==> config.mk <==
export PLATFORM = sky130hd
export DESIGN_NAME = tx_sample_player
export DESIGN_NICKNAME = d
export VERILOG_FILES = /design/src/rtl/tx_pkg.sv /design/src/rtl/tx_sample_ram.sv /design/src/rtl/tx_sample_player.sv
export SDC_FILE = /design/constraint.sdc
export NUM_CORES = 2
export LEC_CHECK = 0
export ABC_AREA = 1
export BUFFER_PORTS_ARGS = -buffer_cell sky130_fd_sc_hd__clkbuf_2
export CAP_MARGIN = 20
export CORE_MARGIN = 2
export CORE_UTILIZATION = 50
export DETAILED_ROUTE_END_ITERATION = 8
export HOLD_SLACK_MARGIN = 0.1
export PLACE_DENSITY = 0.7
export RECOVER_POWER = 100
export SETUP_SLACK_MARGIN = 0.15
export SYNTH_ARGS = -nofsm -noshare
export SYNTH_HDL_FRONTEND = slang
export SYNTH_HIERARCHICAL = 1
export SYNTH_SLANG_ARGS = --single-unit
==> constraint.sdc <==
create_clock -name clk -period 3.3 [get_ports clk]
set_input_delay 0.165 -clock clk [delete_from_list [all_inputs] [get_ports clk]]
set_output_delay 0.165 -clock clk [all_outputs]
set_load 0.005 [all_outputs]
==> src/rtl/tx_pkg.sv <==
// tx_pkg: default geometry and FSM state encoding shared by the tx sample player.
package tx_pkg;
    localparam int TX_DATA_W = 16;
    localparam int TX_DEPTH  = 128;
    localparam int TX_ADDR_W = $clog2(TX_DEPTH);
    localparam logic [1:0] IDLE  = 2'd0;
    localparam logic [1:0] PLAY  = 2'd1;
    localparam logic [1:0] DRAIN = 2'd2;
endpackage

==> src/rtl/tx_sample_ram.sv <==
// tx_sample_ram: simple dual-port sync-read waveform RAM, read-first on address collision.
module tx_sample_ram #(
    parameter int DATA_W = 16,
    parameter int DEPTH  = 128,
    parameter int ADDR_W = $clog2(DEPTH)
) (
    input  logic              clk,
    input  logic              wr_en,
    input  logic [ADDR_W-1:0] wr_addr,
    input  logic [DATA_W-1:0] wr_data,
    input  logic              rd_en,
    input  logic [ADDR_W-1:0] rd_addr,
    output logic [DATA_W-1:0] rd_data
);
    logic [DATA_W-1:0] mem [DEPTH];

    always_ff @(posedge clk) begin
        if (wr_en) mem[wr_addr] <= wr_data;
        if (rd_en) rd_data <= mem[rd_addr];
    end
endmodule

==> src/rtl/tx_sample_player.sv <==
// tx_sample_player: plays a preloaded waveform to the DAC, one sample per sample_tick.
// Define TX_LOOP_EN for continuous repeat until stop; default build is single-shot.
module tx_sample_player
    import tx_pkg::*;
#(
    parameter int DATA_W = TX_DATA_W,
    parameter int DEPTH  = TX_DEPTH,
    parameter int ADDR_W = $clog2(DEPTH)
) (
    input  logic              clk,
    input  logic              rtx_rst_n,
    input  logic              wr_en,
    input  logic [ADDR_W-1:0] wr_addr,
    input  logic [DATA_W-1:0] wr_data,
    input  logic [ADDR_W-1:0] len,
    input  logic              start,
    input  logic              stop,
    input  logic              sample_tick,
    output logic [DATA_W-1:0] tx_data,
    output logic              tx_valid,
    output logic              busy,
    output logic              done
);
    logic [1:0]        state_q, state_d;
    logic [ADDR_W-1:0] rd_ptr_q, rd_ptr_d, len_q, len_d;
    logic [DATA_W-1:0] hold_q, ram_q;
    logic              vld_q, rd_en, last;

    assign rd_en = (state_q == PLAY) && sample_tick;
    assign last  = rd_ptr_q == len_q;

    tx_sample_ram #(.DATA_W(DATA_W), .DEPTH(DEPTH), .ADDR_W(ADDR_W)) u_ram (
        .clk     (clk),
        .wr_en   (wr_en),
        .wr_addr (wr_addr),
        .wr_data (wr_data),
        .rd_en   (rd_en),
        .rd_addr (rd_ptr_q),
        .rd_data (ram_q)
    );

    always_comb begin
        state_d  = state_q;
        rd_ptr_d = rd_ptr_q;
        len_d    = len_q;
        if (state_q == IDLE && start) begin
            state_d  = PLAY;
            rd_ptr_d = '0;
            len_d    = len;
        end
        if (rd_en && !last) rd_ptr_d = rd_ptr_q + 1'b1;
`ifdef TX_LOOP_EN
        if (rd_en && last) rd_ptr_d = '0;
        if (state_q == PLAY && stop) state_d = DRAIN;
`else
        if (state_q == PLAY && (stop || (rd_en && last))) state_d = DRAIN;
`endif
        if (state_q == DRAIN) state_d = IDLE;
    end

    always_ff @(posedge clk or negedge rtx_rst_n) begin
        if (!rtx_rst_n) begin
            state_q  <= IDLE;
            rd_ptr_q <= '0;
            len_q    <= '0;
            vld_q    <= 1'b0;
            hold_q   <= '0;
        end else begin
            state_q  <= state_d;
            rd_ptr_q <= rd_ptr_d;
            len_q    <= len_d;
            vld_q    <= rd_en;
            hold_q   <= tx_data;
        end
    end

    // RAM output is unreset, so it is only exposed in the cycle its read lands
    assign tx_data  = vld_q ? ram_q : hold_q;
    assign tx_valid = vld_q;
    assign busy     = (state_q == PLAY) || (state_q == DRAIN);
    assign done     = state_q == DRAIN;
endmodule
==> impl_metrics.ini <==
[outcome]
outcome = finished, violations left
violations = capacitance limit, slew limit

[timing]
slew_headroom_pct = -113
worst_pin_slew_ns = 3.20
fin_crit_sh_pct = 96.3
rsz0062_at_grt = no
setup_viol = 0
max_freq_mhz = 315
fin_tns_setup_ns = 0
hold_viol = 0
finalMaxSlewViolations = 1286
skew_ns = 0.0462
period_needed_ns = 3.18

[synth]
synthCells = 6946
synth.cell_area_mm2 = 0.0845
synth_seq_cells = 2097
postSynthAreaPerCell_um2 = 12.2
synth_fp_nets = 6986
yosysWarnings = 6
synth_cell_type_count = 24
ys_seq_area_share_pct = 74.3

[worst_setup_path]
cpMaxStageDelayCell = nand2_1
crit_arrival_ns = 3.64
rr_endpoint = u_ram/rd_data[15]
path_common_cell = clkbuf_1
rrSetupSlack_ns = 0.12
cp_top_family = buffers and inverters
critical_path_depth = 8
cp_max_fo = 11
required_ns = 3.76
critPathMaxStageDelay_ns = 0.66
crit_path_start_kind = input pin
r2r-start = rd_ptr_q[0]
endpoint_kind = flop
cp_cell_sequence = dlygate4sd3_1 > clkbuf_1 > inv_1 > nor3_1 > nand2_1 > clkbuf_1 > nor2_1 > clkbuf_1
cp_num_buf_inv = 5
rr_worst_depth = 10
worst-setup-path-type = in2reg

[drt]
vias = 56900
drc_errors = 0
wl_per_cell_um = 24.9
drtIter0Drc = 8304
vias_per_cell = 6.00
wl_um = 236000
first_pass_iters = 7
ant_nets = 0

[pwr]
switchingPower_mw = 22.0
swShare_pct = 31.5
p_leak_nw = 32.9
peakVddDrop_mv = 0.586
powerDensity_mw_per_mm2 = 735
clkPwrFrac_pct = 33.5
pwr-share-seq_pct = 42.9
intPower_mw = 47.7
comb_power_share_pct = 23.6
power_mw = 69.7

[clock_network]
cts_tree = done
max-clock-path-buffers = 3
numCtsBuffers = 207
clock_latency_ns = 0.85
clkSinkCount = 2097
clkTransAtPathRegs_ns = 0.06
cts-root-buf = clkbuf_16
htreeDepth = 4

[floorplan]
die_x_um = 415
rows = 150
core_area_mm2 = 0.168
die_area_mm2 = 0.172
start_util_pct = 50.4
die_h_um = 415
io_pins = 55

[global_routing]
antenna_found_initial = 8
grt_overflow = 0
first_global_vias = 54400
grtUsageTotal_pct = 27.1
grt_max_degree = 137
grt_pass1_wl_um = 349000

[run]
drv_cap = 25

[finish]
mostFrequentLayoutCells = nand2_1 (2133), edfxtp_1 (2064), nand3_1 (2031)
final_common_cell = nand2_1
fin_nets = 7148
final_layout_size_suffix_gt1_share_pct = 7.21
area_delta_synth_final_pct = 12.1
utilization_pct = 56.5

[worst_hold_path]
worstHoldStart = wr_addr[5]
whs_endpoint = u_ram/mem[67][10]
hold_depth = 4
hp-class = in2reg

[placement]
gp_congestion = 0.877
io_buffer_count = 54
dp_hpwl_um = 135000
[cell type report]
| class | instances | area [um2] |
|---|---|---|
| diodes | 9 | 22.5 |
| clock buffers | 251 | 5450 |
| clock inverters | 129 | 1260 |
| fillers | 13300 | 72800 |
| inverters | 39 | 180 |
| multi-input cells | 4349 | 19100 |
| flip-flops and latches | 2097 | 62800 |
| well taps | 2204 | 2760 |
| repair buffers | 414 | 3160 |
[per-layer routing]
| metal | vias up | track usage, % | share of wire [%] |
|---|---|---|---|
| li1 | 25100 | - | - |
| met1 | 28000 | 36.8 | 38 |
| met2 | 3248 | 42.3 | 46 |
| met3 | 542 | 5.15 | 11 |
| met4 | 10 | 12.9 | 4.8 |
| met5 | - | 0 | 0.026 |
[flip-flops by register name, summed over array words and instances, names as in the netlist]
register / cells
u_ram/rd_data: 16
rd_ptr_q: 7
len_q: 7
hold_q: 16
tx_valid: 1
state_q: 2
u_ram/mem: 2048
[worst max path at each step]
stage | startpoint | to | slack, ns
after floorplan | wr_en | u_ram/mem[105][0] | 1.43
final | wr_addr[2] | u_ram/mem[5][15] | 0.12
after global routing | rd_ptr_q[0] | u_ram/rd_data[15] | 0.12
after global placement | rd_ptr_q[1] | u_ram/rd_data[15] | 0.23
after CTS | rd_ptr_q[1] | u_ram/rd_data[6] | 0.18
after detailed placement | rd_ptr_q[1] | u_ram/rd_data[15] | 0.21
[Yosys cell counts]
library cell,number,area share [%]
nand3_1,2034,12
clkbuf_1,82,0.36
buf_4,61,0.54
nor3_1,8,0.047
dfrtp_1,33,0.98
nor2_1,137,0.61
inv_2,3,0.013
mux2_2,16,0.21
buf_6,22,0.29
inv_1,35,0.16
nand2_1,2132,9.5
edfxtp_1,2064,73
ha_1,4,0.059
or2_2,1,0.0074
nor2_2,2,0.015
o21ai_0,4,0.024
nand4_1,3,0.022
buf_8,1,0.018
buf_2,254,1.5
xor2_1,2,0.021
xnor2_1,4,0.041
buf_1,41,0.18
nand2_4,2,0.027
inv_4,1,0.0074
[power groups by stage]
stage / clock network, mW / registers [mW] / logic, mW
after floorplan: 0 / 30.3 / 10.7
after global placement: 0 / 30.4 / 15.9
after detailed placement: 0 / 30.4 / 16.2
after CTS: 23.6 / 29.8 / 16.3
after global routing: 24.6 / 29.9 / 17.8
final: 23.3 / 29.9 / 16.5
[cell families after synthesis]
family          count (synthesis)  share of synthesized area [%]
buf+inv                       500                           3.08
xor+xnor                        6                         0.0622
simple gates                 4319                           22.2
fa+ha+maj                       4                         0.0592
compound gates                  4                         0.0237
mux                            16                          0.213
flops                        2097                           74.3
[stage by stage]
stage	setup WS [ns]	hold WS, ns	instances	area (um2)
3_3_place_gp	0.229	0.342	9059	88400
5_1_grt	0.121	0.290	9483	94700
6_report	0.123	0.251	9492	94800
2_1_floorplan	1.43	-0.131	6946	84500
4_1_cts	0.182	0.132	9483	95600
3_5_place_dp	0.211	0.359	9059	88400
[tightest hold or removal path, stage by stage]
cell	delay, ns
clkbuf_2	0.11
nor2_1	0.15
nand2_1	0.27
nor2_1	0.18
[what timing repair did]
action,in CTS,in global routing
hold endpoints to repair,1327,0
setup endpoints to repair,0,3
buffers inserted,0,0
gates resized for setup,0,3
hold buffers,44,0
(Power assumes the default switching activity.)
